<file path="src/rtl/ext_int_controller.sv">
// ----------------------------------------------------------------------------
// ext_int_controller
//
// External interrupt controller in front of the core's EIC port. Rising edges
// on Src_Irq are latched into PENDING, masked by ENABLE, and the winning
// eligible source is offered to the core through a four-phase
// EIC_IntReq / EIC_IntId / EIC_IntAck handshake.
//
// Build option:
//   EIC_ROUND_ROBIN_EN  defined   -> round-robin arbitration starting after the
//                                    last acknowledged source
//                       undefined -> fixed priority, lowest index wins
//
// Ports:
//   Sys_Clock   in   system clock, rising edge
//   Sys_Reset   in   asynchronous active-low reset
//   Src_Irq     in   [NUM_SRC]  edge-triggered interrupt lines
//   Reg_WrEn    in   register write strobe
//   Reg_RdEn    in   register read strobe
//   Reg_Addr    in   [2]  0=ENABLE 1=PENDING(W1C) 2=STATUS 3=reserved
//   Reg_WrData  in   [32] write data
//   Reg_RdData  out  [32] registered read data, held until the next read
//   EIC_IntReq  out  interrupt request to the core
//   EIC_IntId   out  [ID_WIDTH] index of the requested source
//   EIC_IntAck  in   acknowledge from the core
//
// state | meaning
// IDLE  | no request outstanding, waiting for an eligible source
// REQ   | EIC_IntReq high, IntId frozen, waiting for EIC_IntAck
// GAP   | one forced low cycle on EIC_IntReq before the next request
// ----------------------------------------------------------------------------
module ext_int_controller #(
    parameter int NUM_SRC  = 4,
    parameter int ID_WIDTH = 2
) (
    input  logic                Sys_Clock,
    input  logic                Sys_Reset,
    input  logic [NUM_SRC-1:0]  Src_Irq,
    input  logic                Reg_WrEn,
    input  logic                Reg_RdEn,
    input  logic [1:0]          Reg_Addr,
    input  logic [31:0]         Reg_WrData,
    output logic [31:0]         Reg_RdData,
    output logic                EIC_IntReq,
    output logic [ID_WIDTH-1:0] EIC_IntId,
    input  logic                EIC_IntAck
);

    typedef enum logic [1:0] {
        ST_IDLE = 2'd0,
        ST_REQ  = 2'd1,
        ST_GAP  = 2'd2
    } state_t;

    localparam logic [1:0] ADDR_ENABLE  = 2'd0;
    localparam logic [1:0] ADDR_PENDING = 2'd1;
    localparam logic [1:0] ADDR_STATUS  = 2'd2;

    state_t              state_q, state_d;
    logic [NUM_SRC-1:0]  src_q;
    logic [NUM_SRC-1:0]  enable_q, enable_d;
    logic [NUM_SRC-1:0]  pending_q, pending_d;
    logic                int_req_q, int_req_d;
    logic [ID_WIDTH-1:0] int_id_q, int_id_d;
    logic [31:0]         rd_data_q, rd_data_d;

    logic [NUM_SRC-1:0]  rise;
    logic [NUM_SRC-1:0]  eligible;
    logic [NUM_SRC-1:0]  ack_clr;
    logic [NUM_SRC-1:0]  w1c_clr;
    logic [ID_WIDTH-1:0] winner;

`ifdef EIC_ROUND_ROBIN_EN
    logic [ID_WIDTH-1:0] ptr_q, ptr_d;
`endif

    // Only the low NUM_SRC bits of write data reach any register.
    logic unused_wr_bits;
    assign unused_wr_bits = ^Reg_WrData[31:NUM_SRC];

    assign rise     = Src_Irq & ~src_q;
    assign eligible = pending_q & enable_q;

    // ------------------------------------------------------------------
    // Arbitration. Loops run from the least to the most preferred
    // candidate so the last match wins.
    // ------------------------------------------------------------------
    always_comb begin
        winner = '0;
`ifdef EIC_ROUND_ROBIN_EN
        for (int k = NUM_SRC; k >= 1; k--) begin
            int idx;
            idx = (int'(ptr_q) + k) % NUM_SRC;
            if (eligible[idx]) begin
                winner = ID_WIDTH'(idx);
            end
        end
`else
        for (int k = NUM_SRC - 1; k >= 0; k--) begin
            if (eligible[k]) begin
                winner = ID_WIDTH'(k);
            end
        end
`endif
    end

    // ------------------------------------------------------------------
    // Handshake FSM
    // ------------------------------------------------------------------
    always_comb begin
        state_d   = state_q;
        int_req_d = int_req_q;
        int_id_d  = int_id_q;
        ack_clr   = '0;
`ifdef EIC_ROUND_ROBIN_EN
        ptr_d     = ptr_q;
`endif
        unique case (state_q)
            ST_IDLE: begin
                if (eligible != '0) begin
                    int_req_d = 1'b1;
                    int_id_d  = winner;
                    state_d   = ST_REQ;
                end
            end
            ST_REQ: begin
                // The request is never withdrawn; only the ack ends it.
                if (EIC_IntAck) begin
                    ack_clr[int_id_q] = 1'b1;
                    int_req_d         = 1'b0;
                    state_d           = ST_GAP;
`ifdef EIC_ROUND_ROBIN_EN
                    ptr_d             = int_id_q;
`endif
                end
            end
            ST_GAP: begin
                state_d = ST_IDLE;
            end
            default: begin
                state_d   = ST_IDLE;
                int_req_d = 1'b0;
            end
        endcase
    end

    // ------------------------------------------------------------------
    // Register file. New edges are OR-ed in last so a set always beats a
    // same-cycle W1C or ack clear.
    // ------------------------------------------------------------------
    always_comb begin
        enable_d = enable_q;
        w1c_clr  = '0;
        if (Reg_WrEn) begin
            if (Reg_Addr == ADDR_ENABLE) begin
                enable_d = Reg_WrData[NUM_SRC-1:0];
            end
            if (Reg_Addr == ADDR_PENDING) begin
                w1c_clr = Reg_WrData[NUM_SRC-1:0];
            end
        end
        pending_d = (pending_q & ~w1c_clr & ~ack_clr) | rise;
    end

    // Read data reflects register contents before any same-cycle write.
    always_comb begin
        rd_data_d = rd_data_q;
        if (Reg_RdEn) begin
            rd_data_d = '0;
            unique case (Reg_Addr)
                ADDR_ENABLE:  rd_data_d[NUM_SRC-1:0] = enable_q;
                ADDR_PENDING: rd_data_d[NUM_SRC-1:0] = pending_q;
                ADDR_STATUS: begin
                    rd_data_d[0]             = (state_q != ST_IDLE);
                    rd_data_d[8 +: ID_WIDTH] = int_id_q;
                end
                default: rd_data_d = '0;
            endcase
        end
    end

    always_ff @(posedge Sys_Clock or negedge Sys_Reset) begin
        if (!Sys_Reset) begin
            state_q   <= ST_IDLE;
            src_q     <= '0;
            enable_q  <= '0;
            pending_q <= '0;
            int_req_q <= 1'b0;
            int_id_q  <= '0;
            rd_data_q <= '0;
        end else begin
            state_q   <= state_d;
            src_q     <= Src_Irq;
            enable_q  <= enable_d;
            pending_q <= pending_d;
            int_req_q <= int_req_d;
            int_id_q  <= int_id_d;
            rd_data_q <= rd_data_d;
        end
    end

`ifdef EIC_ROUND_ROBIN_EN
    // Reset to the top index so the first search starts at source 0.
    always_ff @(posedge Sys_Clock or negedge Sys_Reset) begin
        if (!Sys_Reset) begin
            ptr_q <= ID_WIDTH'(NUM_SRC - 1);
        end else begin
            ptr_q <= ptr_d;
        end
    end
`endif

    assign EIC_IntReq = int_req_q;
    assign EIC_IntId  = int_id_q;
    assign Reg_RdData = rd_data_q;

endmodule

</file>
<file path="config.mk">
export PLATFORM = sky130hd
export DESIGN_NAME = ext_int_controller
export DESIGN_NICKNAME = d
export VERILOG_FILES = /design/src/rtl/ext_int_controller.sv
export SDC_FILE = /design/constraint.sdc
export NUM_CORES = 1
export LEC_CHECK = 0
export ABC_AREA = 0
export ABC_CLOCK_PERIOD_IN_PS = 1300
export BUFFER_PORTS_ARGS = -buffer_cell sky130_fd_sc_hd__buf_2
export CORE_ASPECT_RATIO = 0.8
export CORE_MARGIN = 1
export CORE_UTILIZATION = 41
export CTS_CLUSTER_DIAMETER = 40
export CTS_CLUSTER_SIZE = 30
export DETAILED_ROUTE_END_ITERATION = 16
export HOLD_SLACK_MARGIN = 0.03
export PLACE_DENSITY_LB_ADDON = 0.05
export SLEW_MARGIN = 20
export SYNTH_ARGS = -nofsm -noshare
export SYNTH_HDL_FRONTEND = slang
export SYNTH_SLANG_ARGS = --single-unit
</file>
<file path="constraint.sdc">
create_clock -name Sys_Clock -period 1.3 [get_ports Sys_Clock]
set_input_delay 0.065 -clock Sys_Clock [delete_from_list [all_inputs] [get_ports Sys_Clock]]
set_output_delay 0.065 -clock Sys_Clock [all_outputs]
set_load 0.005 [all_outputs]
</file>
==> impl_metrics.csv <==
group,metric,value,unit
floorplan,fp.dieH,50.46,µm
setup_path,arrival,1.34,ns
setup_path,worstPathCellList,"and3b_2 > nor3b_1 > o22ai_1",
clocking,post_cts_buffers,0,
sta,drv_slew,0,
finish,stdcell_count,187,
sta,whs,0.05093,ns
clocking,cts_hold_buffers,9,
finish,multiInputGateArea,480.5,µm²
setup_path,rr_endpoint,"pending_q[0]",
synthesis,ys_seq_area_share,47.82,%
finish,area_growth,13.83,%
power,p_int,0.001316,W
clocking,root_buffer,"clkbuf_4",
setup_path,r2r_setup_slack,0.15,ns
finish,layout_common_cells,"conb_1, dfrtp_1, buf_2, nand2_1",
finish,final_common_cell,"conb_1",
global_route,antenna_found_initial,0,
synthesis,ys_warn_count,0,
detailed_routing,dr.pass1.iters,3,
detailed_routing,wire_per_inst,11.22,µm
finish,n_antenna_cell,0,
setup_path,worstPathMaxFanout,6,
sta,rsz0062_at_grt,"false",
power,switching_share,33.83,%
setup_path,worst-r2r-cell-count,3,
setup_path,slowest_stage,"dfrtp_1",
hold_path,hp-start,"Reg_RdEn",
global_route,grt_use_total,14.66,%
synthesis,ys_seq_elements,23,
detailed_routing,drt-initial-drc-count,33,
placed_design,portBuffers,23,
global_route,grt_pass1_wl,3539,µm
synthesis,syn-mean-instance-area,10.38,µm²
detailed_routing,route.detailed.drc,0,
sta,fin_ws,0.1548,ns
sta,max_freq,873.2,MHz
hold_path,hp-class,"in -> reg",
global_route,grt_max_degree,24,
placed_design,post-place-ws,0.1547,ns
clocking,clockBufferDepth,2,
power,comb_power_share,30.2,%
power,clkPwrFrac,16.8,%
clocking,post_cts_resize_count,0,
status,status,"finished, final reports clean",
power,ir_worst_vdd,0.7881,mV
power,p_per_area,1452,mW/mm²
placed_design,place.gp.congestion,0.7055,
clocking,cts_tree,"done",
synthesis,netlist_area,0.001204,mm²
finish,layout.nets,193,
global_route,grt-ovfl-total,0,
synthesis,synth_cell_types,28,
setup_path,start_kind,"flip-flop",
finish,drive_gt1_share,20.13,%
sta,fin_setup_tns,0,ns
finish,finalCoreUtilization,49.55,%
run,maxCapViolations,0,
clocking,clock_sink_count,23,
floorplan,core_area,0.002765,mm²
floorplan,start_util,43.53,%
clocking,htree_levels,1,
finish,nFillCells,278,
setup_path,crit_type,"reg -> reg",
detailed_routing,wl,2098,µm
sta,fin_crit,1.145,ns
detailed_routing,ant_nets,0,
floorplan,num_rows,17,
setup_path,r2r_start,"state_q[1]",
power,seq_power_share,52.9,%
clocking,cts_buffers,3,
floorplan,fp.dieW,62.58,µm
finish,seqCellArea,575.6,µm²
sta,worstMarginPinSlew,0.5133,ns
power,switchingPower,0.0006730,W
setup_path,cp-end-kind,"flip-flop",
detailed_routing,vias,847,
synthesis,synth_cells,116,
sta,skew,0.01174,ns
hold_path,holdPathStages,2,
sta,timing.slew.headroom,65.78,%
setup_path,endpoint,"pending_q[0]",
placed_design,place_inst,174,
setup_path,required,1.50,ns
sta,setup_viol,0,
global_route,first_global_vias,777,
clocking,clkTransAtPathRegs,0.13,ns
setup_path,max_stage_delay,0.43,ns
power,p_leak,0.6903,nW
sta,fin_crit_sh,88.09,%
detailed_routing,vias_per_cell,4.529,
floorplan,io_pins,78,
sta,hold_viol_final,0,
placed_design,place_hpwl,1571,µm
setup_path,startpoint,"state_q[1]",
clocking,clk_latency,0.32,ns
floorplan,die-area,0.003158,mm²
[power groups by stage]
| stage | Clock, W | Combinational, W | Sequential [W] |
|---|---|---|---|
| final | 0.000335 | 0.000602 | 0.00105 |
| after global routing | 0.000386 | 0.000689 | 0.00109 |
| after CTS | 0.000356 | 0.000608 | 0.00106 |
| after detailed placement | 0 | 0.000587 | 0.00107 |
| after global placement | 0 | 0.000578 | 0.00107 |
| after floorplan | 0 | 0.000449 | 0.00104 |
[cells in the mapped netlist (all sizes together)]
library cell,number,area (µm²)
buf,28,207.7
dfrtp,23,575.6
nand2,11,41.29
inv,9,33.78
o22ai,6,37.54
mux2i,5,50.05
mux2,4,45.04
o21ai,4,20.02
a21o,3,22.52
nand2b,3,21.27
nor2,3,18.77
a21oi,2,10.01
a32o,2,20.02
and3b,2,18.77
o221ai,2,17.52
a2bb2oi,1,8.760
a41oi,1,8.760
conb,1,3.750
nand3,1,5.000
nand3b,1,7.510
nand4b,1,8.760
nor3b,1,7.510
o21a,1,7.510
or2,1,6.260
[per-layer routing]
metal / wire, µm / share of wire, % / track usage [%] / vias to the layer above
met1: 1037 / 49 / 18.74 / 405
met3: 151 / 7.2 / 5.455 / 0
met2: 910 / 43 / 24.09 / 32
met5: 0 / 0 / 0 / -
li1: - / - / - / 410
met4: 0 / 0 / 2.326 / 0
[cells by family after synthesis]
family	count (synthesis)	share of synthesized area, %
flip-flops	23	47.82
multiplexers	9	7.900
other	1	0.3116
AND/OR/NAND/NOR	24	11.23
AO/OA/AOI/OAI	22	12.68
buffers and inverters	37	20.06
[metrics by stage]
step / power [W] / area, µm²
global route: 0.002161 / 1370
detailed placement: 0.001660 / 1252
global placement: 0.001648 / 1252
floorplan: 0.001491 / 1297
CTS: 0.002022 / 1370
finish: 0.001989 / 1370
[flip-flops by register name, summed over array words and instances (netlist names)]
signal	count
Reg_RdData	6
enable_q	4
pending_q	4
src_q	4
EIC_IntId	2
state_q	2
EIC_IntReq	1
[area by class of cell]
| class | instances | share of cell area [%] |
|---|---|---|
| Sequential cell | 23 | 42.01 |
| Multi-Input combinational cell | 81 | 35.07 |
| Timing Repair Buffer | 32 | 14.98 |
| Tap cell | 38 | 3.470 |
| Clock inverter | 1 | 0.3653 |
| Clock buffer | 3 | 1.644 |
| Inverter | 9 | 2.466 |
[worst min path at each step]
stage / endpoint / slack (ns)
after floorplan: EIC_IntId[0] / -0.23
after global routing: Reg_RdData[3] / 0.04
after CTS: Reg_RdData[8] / 0.04
after global placement: Reg_RdData[2] / 0.07
final: Reg_RdData[8] / 0.05
after detailed placement: Reg_RdData[1] / 0.08
[critical path: cells and delay by family, from the launching register on]
family           cells  cell delay [ns]
AND/OR/NAND/NOR      2             0.49
flip-flops           1             0.43
AO/OA/AOI/OAI        1             0.11
Note: power is estimated with default switching activity, not from simulation.
